<file path="src/rtl/md_ctrl_pkg.sv">
// Shared definitions for the MD timestep phase sequencer: state encoding,
// default phase count and the names of the standard MD phases.
package md_ctrl_pkg;

  localparam logic [1:0] ST_IDLE = 2'd0;
  localparam logic [1:0] ST_RUN  = 2'd1;
  localparam logic [1:0] ST_DONE = 2'd2;

  localparam int MD_NUM_PHASES = 3;

  localparam int PH_FORCE  = 0;
  localparam int PH_FILTER = 1;
  localparam int PH_MOTION = 2;

  typedef enum logic [1:0] {
    S_IDLE = ST_IDLE,
    S_RUN  = ST_RUN,
    S_DONE = ST_DONE
  } seq_state_t;

endpackage

</file>
<file path="src/rtl/md_phase_sequencer_if.sv">
// Control/status bundle between the run host, the phase pipelines and the sequencer.
// MD_PHASE_PROFILE_EN adds the profiling counter outputs.
interface md_phase_sequencer_if
  import md_ctrl_pkg::*;
#(
    parameter int NUM_PHASES = MD_NUM_PHASES,
    parameter int STEP_W     = 32,
    parameter int PH_W       = 3
);
    logic                    mem_set;
    logic                    start;
    logic                    abort;
    logic [STEP_W-1:0]       target_steps;
    logic [NUM_PHASES-1:0]   phase_done;
    logic [NUM_PHASES-1:0]   phase_ready;
    logic [PH_W-1:0]         phase_idx;
    logic                    double_buffer;
    logic [STEP_W-1:0]       step_count;
    logic                    busy;
    logic                    sim_done;
`ifdef MD_PHASE_PROFILE_EN
    logic [NUM_PHASES*32-1:0] phase_cycles;
    logic [31:0]              last_step_cycles;
`endif

    modport slave (
        input  mem_set, start, abort, target_steps, phase_done,
`ifdef MD_PHASE_PROFILE_EN
        output phase_cycles, last_step_cycles,
`endif
        output phase_ready, phase_idx, double_buffer, step_count, busy, sim_done
    );

    modport master (
        output mem_set, start, abort, target_steps, phase_done,
`ifdef MD_PHASE_PROFILE_EN
        input  phase_cycles, last_step_cycles,
`endif
        input  phase_ready, phase_idx, double_buffer, step_count, busy, sim_done
    );

endinterface

</file>
<file path="src/rtl/md_phase_profiler.sv">
// Per-phase and per-timestep cycle counters with saturation; only built when
// MD_PHASE_PROFILE_EN is defined.
module md_phase_profiler #(
    parameter int NUM_PHASES = 3,
    parameter int PH_W       = 3
) (
    input  logic                     clk,
    input  logic                     reset_n,
    input  logic [PH_W-1:0]          phase_idx,
    input  logic                     active,
    input  logic                     step_strobe,
    input  logic                     clear,
    output logic [NUM_PHASES*32-1:0] phase_cycles,
    output logic [31:0]              last_step_cycles
);

    logic [31:0] cnt [NUM_PHASES];
    logic [31:0] step_acc;

    function automatic logic [31:0] sat_inc(input logic [31:0] v);
        return (v == 32'hFFFF_FFFF) ? v : v + 32'd1;
    endfunction

    always_ff @(posedge clk or negedge reset_n) begin
        if (!reset_n) begin
            for (int i = 0; i < NUM_PHASES; i++) cnt[i] <= '0;
            step_acc         <= '0;
            last_step_cycles <= '0;
        end else if (clear) begin
            for (int i = 0; i < NUM_PHASES; i++) cnt[i] <= '0;
            step_acc         <= '0;
            last_step_cycles <= '0;
        end else if (active) begin
            for (int i = 0; i < NUM_PHASES; i++) begin
                if (phase_idx == PH_W'(i)) cnt[i] <= sat_inc(cnt[i]);
            end
            // The strobe cycle itself belongs to the step being closed.
            if (step_strobe) begin
                last_step_cycles <= sat_inc(step_acc);
                step_acc         <= '0;
            end else begin
                step_acc <= sat_inc(step_acc);
            end
        end
    end

    for (genvar g = 0; g < NUM_PHASES; g++) begin : g_flat
        assign phase_cycles[g*32 +: 32] = cnt[g];
    end

endmodule

</file>
<file path="src/rtl/md_phase_sequencer.sv">
// Sequences NUM_PHASES compute phases per MD timestep for a programmed step count,
// toggling the particle double buffer per step. Optional MD_PHASE_PROFILE_EN profiling.
module md_phase_sequencer
    import md_ctrl_pkg::*;
#(
    parameter int NUM_PHASES = MD_NUM_PHASES,
    parameter int STEP_W     = 32,
    parameter int PH_W       = 3
) (
    input  logic                clk,
    input  logic                reset_n,
    md_phase_sequencer_if.slave bus
);

    localparam logic [PH_W-1:0]       LAST_IDX = PH_W'(NUM_PHASES - 1);
    localparam logic [NUM_PHASES-1:0] FIRST_RDY = NUM_PHASES'(1);

    seq_state_t              state, state_nxt;
    logic [PH_W-1:0]         idx_q, idx_nxt;
    logic [NUM_PHASES-1:0]   ready_q, ready_nxt;
    logic                    db_q, db_nxt;
    logic [STEP_W-1:0]       step_q, step_nxt, step_inc;
    logic [STEP_W-1:0]       target_q, target_nxt;
    logic                    busy_q, done_q;
    logic                    accept, adv, last;

    assign accept   = bus.start && bus.mem_set && (state != S_RUN);
    // ready_q is one-hot of idx_q in RUN, so masking selects the active done bit.
    assign adv      = (state == S_RUN) && bus.mem_set && |(bus.phase_done & ready_q);
    assign last     = (idx_q == LAST_IDX);
    assign step_inc = step_q + STEP_W'(1);

    always_comb begin
        state_nxt  = state;
        idx_nxt    = idx_q;
        ready_nxt  = ready_q;
        db_nxt     = db_q;
        step_nxt   = step_q;
        target_nxt = target_q;
        if (bus.abort) begin
            state_nxt = S_IDLE;
            idx_nxt   = PH_W'(PH_FORCE);
            ready_nxt = '0;
            step_nxt  = '0;
        end else begin
            case (state)
                S_IDLE, S_DONE: begin
                    if (accept) begin
                        target_nxt = bus.target_steps;
                        step_nxt   = '0;
                        idx_nxt    = PH_W'(PH_FORCE);
                        if (bus.target_steps == '0) begin
                            state_nxt = S_DONE;
                            ready_nxt = '0;
                        end else begin
                            state_nxt = S_RUN;
                            ready_nxt = FIRST_RDY;
                        end
                    end
                end
                S_RUN: begin
                    if (adv) begin
                        if (last) begin
                            db_nxt   = ~db_q;
                            step_nxt = step_inc;
                            idx_nxt  = PH_W'(PH_FORCE);
                            if (step_inc == target_q) begin
                                state_nxt = S_DONE;
                                ready_nxt = '0;
                            end else begin
                                ready_nxt = FIRST_RDY;
                            end
                        end else begin
                            idx_nxt   = idx_q + PH_W'(1);
                            ready_nxt = ready_q << 1;
                        end
                    end
                end
                default: begin
                    state_nxt = S_IDLE;
                    idx_nxt   = '0;
                    ready_nxt = '0;
                end
            endcase
        end
    end

    always_ff @(posedge clk or negedge reset_n) begin
        if (!reset_n) begin
            state   <= S_IDLE;
            idx_q   <= '0;
            ready_q <= '0;
            db_q    <= 1'b0;
            step_q  <= '0;
            busy_q  <= 1'b0;
            done_q  <= 1'b0;
        end else begin
            state   <= state_nxt;
            idx_q   <= idx_nxt;
            ready_q <= ready_nxt;
            db_q    <= db_nxt;
            step_q  <= step_nxt;
            busy_q  <= (state_nxt == S_RUN);
            done_q  <= (state_nxt == S_DONE);
        end
    end

    // Target is pure data, only meaningful after an accepted start.
    always_ff @(posedge clk) begin
        target_q <= target_nxt;
    end

    assign bus.phase_ready   = ready_q;
    assign bus.phase_idx     = idx_q;
    assign bus.double_buffer = db_q;
    assign bus.step_count    = step_q;
    assign bus.busy          = busy_q;
    assign bus.sim_done      = done_q;

`ifdef MD_PHASE_PROFILE_EN
    logic prof_active, prof_strobe, prof_clear;
    assign prof_active = (state == S_RUN) && bus.mem_set && !bus.abort;
    assign prof_strobe = adv && last && !bus.abort;
    assign prof_clear  = bus.abort || accept;

    md_phase_profiler #(
        .NUM_PHASES (NUM_PHASES),
        .PH_W       (PH_W)
    ) u_profiler (
        .clk              (clk),
        .reset_n          (reset_n),
        .phase_idx        (idx_q),
        .active           (prof_active),
        .step_strobe      (prof_strobe),
        .clear            (prof_clear),
        .phase_cycles     (bus.phase_cycles),
        .last_step_cycles (bus.last_step_cycles)
    );
`endif

endmodule

</file>
<file path="src/flat_wrapper.sv">
// flat-port wrapper written by rule: the top's interface ports become plain ports
module md_phase_sequencer_flat import md_ctrl_pkg::*;
#(
    parameter int NUM_PHASES = MD_NUM_PHASES,
    parameter int STEP_W     = 32,
    parameter int PH_W       = 3
)
  (clk, reset_n, bus_mem_set, bus_start, bus_abort, bus_target_steps, bus_phase_done, bus_phase_ready, bus_phase_idx, bus_double_buffer, bus_step_count, bus_busy, bus_sim_done);
  md_phase_sequencer_if #(.NUM_PHASES(NUM_PHASES), .STEP_W(STEP_W), .PH_W(PH_W)) bus_i ();
  input  logic clk;
  input  logic reset_n;
  input wire logic [$bits(bus_i.mem_set)-1:0] bus_mem_set;
  input wire logic [$bits(bus_i.start)-1:0] bus_start;
  input wire logic [$bits(bus_i.abort)-1:0] bus_abort;
  input wire logic [$bits(bus_i.target_steps)-1:0] bus_target_steps;
  input wire logic [$bits(bus_i.phase_done)-1:0] bus_phase_done;
  output wire logic [$bits(bus_i.phase_ready)-1:0] bus_phase_ready;
  output wire logic [$bits(bus_i.phase_idx)-1:0] bus_phase_idx;
  output wire logic [$bits(bus_i.double_buffer)-1:0] bus_double_buffer;
  output wire logic [$bits(bus_i.step_count)-1:0] bus_step_count;
  output wire logic [$bits(bus_i.busy)-1:0] bus_busy;
  output wire logic [$bits(bus_i.sim_done)-1:0] bus_sim_done;
  assign bus_i.mem_set = bus_mem_set;
  assign bus_i.start = bus_start;
  assign bus_i.abort = bus_abort;
  assign bus_i.target_steps = bus_target_steps;
  assign bus_i.phase_done = bus_phase_done;
  assign bus_phase_ready = bus_i.phase_ready;
  assign bus_phase_idx = bus_i.phase_idx;
  assign bus_double_buffer = bus_i.double_buffer;
  assign bus_step_count = bus_i.step_count;
  assign bus_busy = bus_i.busy;
  assign bus_sim_done = bus_i.sim_done;
  md_phase_sequencer #(.NUM_PHASES(NUM_PHASES), .STEP_W(STEP_W), .PH_W(PH_W)) u_core (.clk(clk), .reset_n(reset_n), .bus(bus_i));
endmodule
</file>
<file path="config.mk">
export PLATFORM = sky130hd
export DESIGN_NAME = md_phase_sequencer_flat
export DESIGN_NICKNAME = d
export VERILOG_FILES = /design/src/rtl/md_ctrl_pkg.sv /design/src/rtl/md_phase_sequencer_if.sv /design/src/rtl/md_phase_profiler.sv /design/src/rtl/md_phase_sequencer.sv /design/src/flat_wrapper.sv
export SDC_FILE = /design/constraint.sdc
export NUM_CORES = 1
export LEC_CHECK = 0
export BUFFER_PORTS_ARGS = -buffer_cell sky130_fd_sc_hd__buf_2
export CAP_MARGIN = 20
export CORE_MARGIN = 5
export CORE_UTILIZATION = 51
export DETAILED_ROUTE_END_ITERATION = 8
export HOLD_SLACK_MARGIN = 0.05
export PLACE_DENSITY = 0.77
export RECOVER_POWER = 25
export SYNTH_ARGS = -nofsm -noshare
export SYNTH_HDL_FRONTEND = slang
export SYNTH_SLANG_ARGS = --single-unit
</file>
<file path="constraint.sdc">
create_clock -name clk -period 3.4 [get_ports clk]
set_input_delay 0.17 -clock clk [delete_from_list [all_inputs] [get_ports clk]]
set_output_delay 0.17 -clock clk [all_outputs]
set_load 0.05 [all_outputs]
</file>
==> impl_metrics.tcl, run 1 <==
set metrics [dict create \
    status "complete, no violations" \
    rsz0062_at_grt "no" \
    drive_above_1_share_pct 18.4 \
    yosysWarningCount 0 \
    fillers 727 \
    hp-class "in2reg" \
    clockBufferDepth 2 \
    regArea_mm2 0.00204 \
    path_max_fanout 10 \
    avgSynthCellArea_um2 9.51 \
    htree_levels 3 \
    grt_pass1_wl_um 21300 \
    power.internal_uw 1450 \
    min_from "bus_mem_set" \
    powerDensity_mw_per_mm2 346 \
    syn_inst 473 \
    finalCriticalPeriod_ns 3.08 \
    post_cts_buffers 0 \
    start_util_pct 51.8 \
    vias 4224 \
    coreArea_mm2 0.00868 \
    final_common_cell "buf_2" \
    crit_family "simple AND/OR/NAND/NOR gates" \
    setup_tns_ns 0 \
    wire_per_inst_um 18.8 \
    drv_slew 0 \
    r2r_slack_ns 0.32 \
    multi_input_area_mm2 0.00231 \
    hold_end "u_core.bus.sim_done" \
    synth_nets 514 \
    wl_um 13000 \
    ys.flop_type "dfrtp_1" \
    place_hpwl_um 8930 \
    cp.required_ns 3.68 \
    power_uw 1930 \
    diodes 0 \
    first_pass_iters 5 \
    crit_chain "ha_1, nand2_1, nor4_1, nand4_1, nand3_1, o2111ai_1, a211o_1, or4_4, a21oi_1" \
    ir_drop_mv 0.218 \
    cts_inserted_buffers 9 \
    setup_viol 0 \
    seq_area_frac_synth_pct 45.3 \
    cts_root_buf "clkbuf_8" \
    crit_arrival_ns 3.36 \
    max_slew_margin_pct 30.0 \
    max_stage_delay_ns 0.55 \
    r2r-start "u_core.bus.step_count[0]" \
    r2r-end "u_core.state[1]" \
    synth-edff-count 32 \
    maxCapViolCount 0 \
    syn_area_mm2 0.00450 \
    cts_tree "built" \
    numClockSinks 75 \
    fin_skew_ns 0.0111 \
    drcViolationCount 0 \
    nNetsFinal 622 \
    endpoint_kind "flip-flop" \
    grt_usage_pct 24.0 \
    antenna_found_initial 0 \
    die_area_mm2 0.0108 \
    max_freq_mhz 325 \
    via_per_inst 6.09 \
    combPwrFrac_pct 9.1 \
    drtIter0Drc 293 \
    grt_start_max_net_pins 44 \
    die_w_um 104 \
    ys_ff_latch 75 \
    async_flop_share_pct 57.3 \
    worstSkewPairLatency_ns 0.35 \
    die_h_um 104 \
    overflow 0 \
    slowest_stage "or4_4" \
    ys_types 64 \
    place_congestion 0.917 \
    p_leak_uw 0.00226 \
    whs_path_depth 4 \
    clkTransAtPathRegs_ns 0.09 \
    io_buffers 80 \
    p_clk_share_pct 39.8 \
    rr_worst_depth 9 \
    num_rows 34 \
    final_cell_mix "buf_2 (59), o21ai_0 (54), nand2_1 (44)" \
    area_growth_pct 23.6 \
    tightestPinTransition_ns 1.04 \
    pin_count 81 \
    critPathKind "reg2reg" \
    postRouteAntennaNets 0 \
    post-route-period-util_pct 90.5 \
    p_sw_share_pct 24.6 \
    critPathBufInv 0 \
    seqPwrFrac_pct 51.1 \
    p_sw_uw 474 \
    worstSetupStartpointType "flip-flop" \
    grt_pass1_vias 4073 \
    final-hold-violation-count 0 \
]
stage by stage:
step / cells / hold slack (ns) / utilization, % / setup WS [ns] / area (µm²)
final: 694 / 0.210 / 64.1 / 0.324 / 5560
after global routing: 694 / 0.242 / 64.1 / 0.0308 / 5560
after CTS: 693 / 0.205 / 64.1 / 0.280 / 5560
after detailed placement: 643 / 0.363 / 57.7 / 0.294 / 5000
after global placement: 643 / 0.362 / 57.7 / 0.411 / 5000
after floorplan: 473 / -0.126 / - / 0.192 / 4500
kinds of logic after synthesis:
group           synth area share, %
mux                           0.668
buf+inv                        3.48
compound gates                 17.1
fa+ha+maj                     0.278
flops                          45.3
xor+xnor                       7.59
simple gates                   25.6
metal layers:
layer	wire length [µm]	share of wire [%]	vias to the layer above	global-route usage [%]
met2	6180	47	176	38.2
met3	957	7.3	24	4.66
met1	5590	43	2015	33.4
met4	300	2.3	0	6.94
met5	0	0	-	0
li1	-	-	2009	-
area by class of cell:
type | instances | share of cell area [%]
Multi-Input combinational cell | 363 | 41.6
Sequential cell | 75 | 36.6
Timing Repair Buffer | 127 | 15.1
Tap cell | 108 | 2.43
Clock buffer | 10 | 2.29
Clock inverter | 6 | 1.62
Inverter | 5 | 0.337
power groups by stage:
stage,Clock [µW],Sequential [µW],Combinational (µW)
after global routing,817,986,193
after detailed placement,0,1000,144
after global placement,0,1000,140
after CTS,773,984,175
final,767,984,176
after floorplan,0,1020,60.5
how the worst max path moves through the flow:
stage                                         from  slack (ns)            endpoint  cells after the start
after floorplan                    u_core.state[0]        0.19  u_core.target_q[0]                      1
after global placement    u_core.bus.step_count[0]        0.41     u_core.state[1]                      9
after detailed placement  u_core.bus.step_count[0]        0.29     u_core.state[1]                      9
after CTS                 u_core.bus.step_count[0]        0.28     u_core.state[1]                      9
after global routing      u_core.bus.step_count[0]        0.03     u_core.state[1]                      9
final                     u_core.bus.step_count[0]        0.32     u_core.state[1]                      9
Yosys cell counts (2+ instances only):
| cell type | number | area, µm² |
|---|---|---|
| nor4_1 | 17 | 106 |
| o41ai_1 | 4 | 35.0 |
| o21a_1 | 2 | 15.0 |
| a311oi_1 | 2 | 17.5 |
| edfxtp_1 | 32 | 961 |
| xnor2_1 | 24 | 210 |
| buf_2 | 10 | 50.1 |
| nand3_1 | 20 | 100 |
| nor4b_1 | 2 | 17.5 |
| nor2b_1 | 3 | 18.8 |
| nor4_2 | 2 | 25.0 |
| a211o_1 | 2 | 17.5 |
| nand2b_1 | 4 | 25.0 |
| a211oi_1 | 2 | 15.0 |
| or3_1 | 4 | 25.0 |
| clkbuf_1 | 17 | 63.8 |
| nand4_1 | 16 | 100 |
| nand2_1 | 44 | 165 |
| or2_2 | 3 | 18.8 |
| o21ai_0 | 54 | 270 |
| a21oi_1 | 17 | 85.1 |
| and2_1 | 4 | 25.0 |
| nor3_1 | 9 | 45.0 |
| nor2_1 | 34 | 128 |
| o211ai_1 | 5 | 37.5 |
| mux2i_1 | 3 | 30.0 |
| inv_1 | 5 | 18.8 |
| a31oi_1 | 7 | 43.8 |
| nand4_4 | 3 | 63.8 |
| o2111ai_1 | 2 | 17.5 |
| xor2_1 | 15 | 131 |
| nand4b_1 | 5 | 43.8 |
| o21bai_1 | 2 | 15.0 |
| nor3b_1 | 3 | 22.5 |
| and3_1 | 6 | 37.5 |
| and4_1 | 8 | 70.1 |
| o31ai_1 | 12 | 90.1 |
| dfrtp_1 | 43 | 1080 |
sequential cells by signal (all words and copies together) (netlist names):
| signal | flops |
|---|---|
| u_core.bus.double_buffer | 1 |
| u_core.bus.phase_ready | 3 |
| u_core.bus.sim_done | 1 |
| u_core.bus.busy | 1 |
| u_core.bus.phase_idx | 3 |
| u_core.target_q | 32 |
| u_core.state | 2 |
| u_core.bus.step_count | 32 |
worst register-to-register path: cells and delay by family, from the launching register on:
kind,cells,cell delay [ns]
simple gates,5,1.60
compound gates,3,0.58
flops,1,0.46
fa+ha+maj,1,0.38
what timing repair did:
item                       CTS  global route
hold endpoints to repair    76             0
hold buffers                34             0
setup endpoints to repair    0             2
resized for setup            0             1
(Power assumes the default switching activity.)
==> run 2, diff against run 1 <==
- CORE_ASPECT_RATIO: unset -> 0.6
==> run 2 against run 1 <==
Compared with the run above:
- via count rose by 3.5%
- non-clock buffer count up 1
- count of clock-buffer cells in the layout up 1
- sequential cell count unchanged
- register-to-register slack about the same
- largest power group is now the clock network
- largest cell class unchanged
- clock power is 43% higher
- power grew 18%
- sequential power about the same
- clock skew fell by 0.0042 ns
- maximum frequency barely moved
- hold slack worse by 0.12 ns
==> impl_metrics.tcl, run 2 (same netlist as run 1, synthesis figures left out) <==
set metrics [dict create \
    ir_drop_mv 0.280 \
    pin_count 81 \
    p_leak_uw 0.00232 \
    num_rows 26 \
    io_buffers 80 \
    fin_skew_ns 0.00694 \
    max_freq_mhz 325 \
    post-route-period-util_pct 90.6 \
    whs_path_depth 2 \
    hp-class "in2reg" \
    post-route-util_pct 66.5 \
    cts_inserted_buffers 9 \
    cts_tree "built" \
    crit_arrival_ns 3.34 \
    final-hold-violation-count 0 \
    drive_above_1_share_pct 18.4 \
    powerDensity_mw_per_mm2 399 \
    coreArea_mm2 0.00856 \
    vias 4372 \
    die_h_um 82.7 \
    max_stage_delay_ns 0.64 \
    drv_slew 0 \
    hold_end "u_core.bus.sim_done" \
    crit_family "simple AND/OR/NAND/NOR gates" \
    grt_usage_pct 26.0 \
    cp.required_ns 3.66 \
    first_pass_iters 5 \
    clockBufferDepth 2 \
    crit_chain "nand4_4, nor3_1, xor2_1, o221ai_1, nand2_1, a211o_1, or4_4, a21oi_1" \
    drtIter0Drc 475 \
    setup_tns_ns 0 \
    maxCapViolCount 0 \
    die_w_um 131 \
    status "complete, no violations" \
    worstSetupStartpointType "flip-flop" \
    r2r_slack_ns 0.32 \
    rr_worst_depth 8 \
    grt_pass1_wl_um 22000 \
    start_util_pct 52.6 \
    min_from "bus_abort" \
    postRouteAntennaNets 0 \
    path_max_fanout 14 \
    clkTransAtPathRegs_ns 0.06 \
    overflow 0 \
    diodes 0 \
    area_growth_pct 26.5 \
    final_cell_mix "buf_2 (55), o21ai_0 (54), nand2_1 (44)" \
    finalCriticalPeriod_ns 3.08 \
    wire_per_inst_um 19.7 \
    grt_start_max_net_pins 44 \
    die_area_mm2 0.0109 \
    htree_levels 3 \
    via_per_inst 6.25 \
    numClockSinks 75 \
    final_common_cell "buf_2" \
    antenna_found_initial 0 \
    place_hpwl_um 9650 \
    slowest_stage "nor3_1" \
    setup_viol 0 \
    cts_root_buf "clkbuf_16" \
    post_cts_buffers 0 \
    max_slew_margin_pct 7.11 \
    endpoint_kind "flip-flop" \
    critPathKind "reg2reg" \
    grt_pass1_vias 4106 \
    critPathBufInv 0 \
    wl_um 13700 \
    r2r-start "u_core.bus.step_count[3]" \
    worstSkewPairLatency_ns 0.34 \
    place_congestion 0.929 \
    r2r-end "u_core.state[1]" \
    tightestPinTransition_ns 1.39 \
    rsz0062_at_grt "no" \
    nNetsFinal 623 \
    drcViolationCount 0 \
]
-- run 2: changes by cell type in the layout (fill, tap and decap cells not counted), moves of 2 or more --
cell	before	now
clkbuf_1	21	25
buf_2	59	55
clkbuf_16	0	9
clkbuf_8	9	1
buf_4	11	14
clkinv_4	2	0
buf_12	2	0
-- run 2: metrics by stage --
stage	power [µW]	setup WS, ns	std cells	cell area (µm²)	hold WS, ns
6_report	2270	0.321	699	5690	0.0869
5_1_grt	2340	0.0800	699	5690	0.0923
4_1_cts	2270	0.292	697	5670	0.0693
3_5_place_dp	1150	0.308	649	5010	0.364
3_3_place_gp	1150	0.456	649	5010	0.361
2_1_floorplan	1080	0.192	473	4500	-0.126
-- run 2: cell type report --
| class | instances | area, µm² |
|---|---|---|
| clock buffer | 11 | 243 |
| multi-input combinational | 363 | 2320 |
| timing repair buffer | 128 | 833 |
| clock inverter | 5 | 100 |
| inverter | 5 | 18.8 |
| tap | 112 | 140 |
| sequential | 75 | 2040 |
| fill | 695 | 2870 |
-- run 2: worst reg2reg max path, stage by stage, from the launching register on --
cell and delay, ns:
dfrtp_1 0.57, nand4_4 0.33, nor3_1 0.64, xor2_1 0.13, o221ai_1 0.19, nand2_1 0.12, a211o_1 0.31, or4_4 0.55
a21oi_1 0.16
-- run 2: timing repair --
item | 4_1_cts | 5_1_grt
endpoints found under the setup margin | 0 | 2
gates resized for setup | 0 | 2
endpoints found under the hold margin | 32 | 20
hold buffers | 32 | 1
-- run 2: how the worst max path moves through the flow --
stage | startpoint | end | slack [ns] | cells past startpoint
2_1_floorplan | u_core.state[0] | u_core.target_q[0] | 0.19 | 1
3_3_place_gp | u_core.bus.step_count[0] | u_core.state[1] | 0.46 | 9
3_5_place_dp | u_core.bus.step_count[0] | u_core.bus.sim_done | 0.31 | 9
4_1_cts | u_core.bus.step_count[0] | u_core.state[1] | 0.29 | 9
5_1_grt | u_core.bus.step_count[11] | u_core.state[1] | 0.08 | 8
6_report | u_core.bus.step_count[3] | u_core.state[1] | 0.32 | 8
-- run 2: report_power, final --
group          internal (µW)  leakage [µW]  switching, µW
combinational           72.5       0.00126            107
sequential               967      0.000889           18.1
clock                    734      0.000169            369
total                   1770       0.00232            494
-- run 2: per-layer routing --
metal | part of all wire [%] | global-route usage, %
met4 | 1.5 | 7.05
met1 | 45 | 36.8
met3 | 11 | 8.05
met5 | 0 | 0
met2 | 43 | 38.9
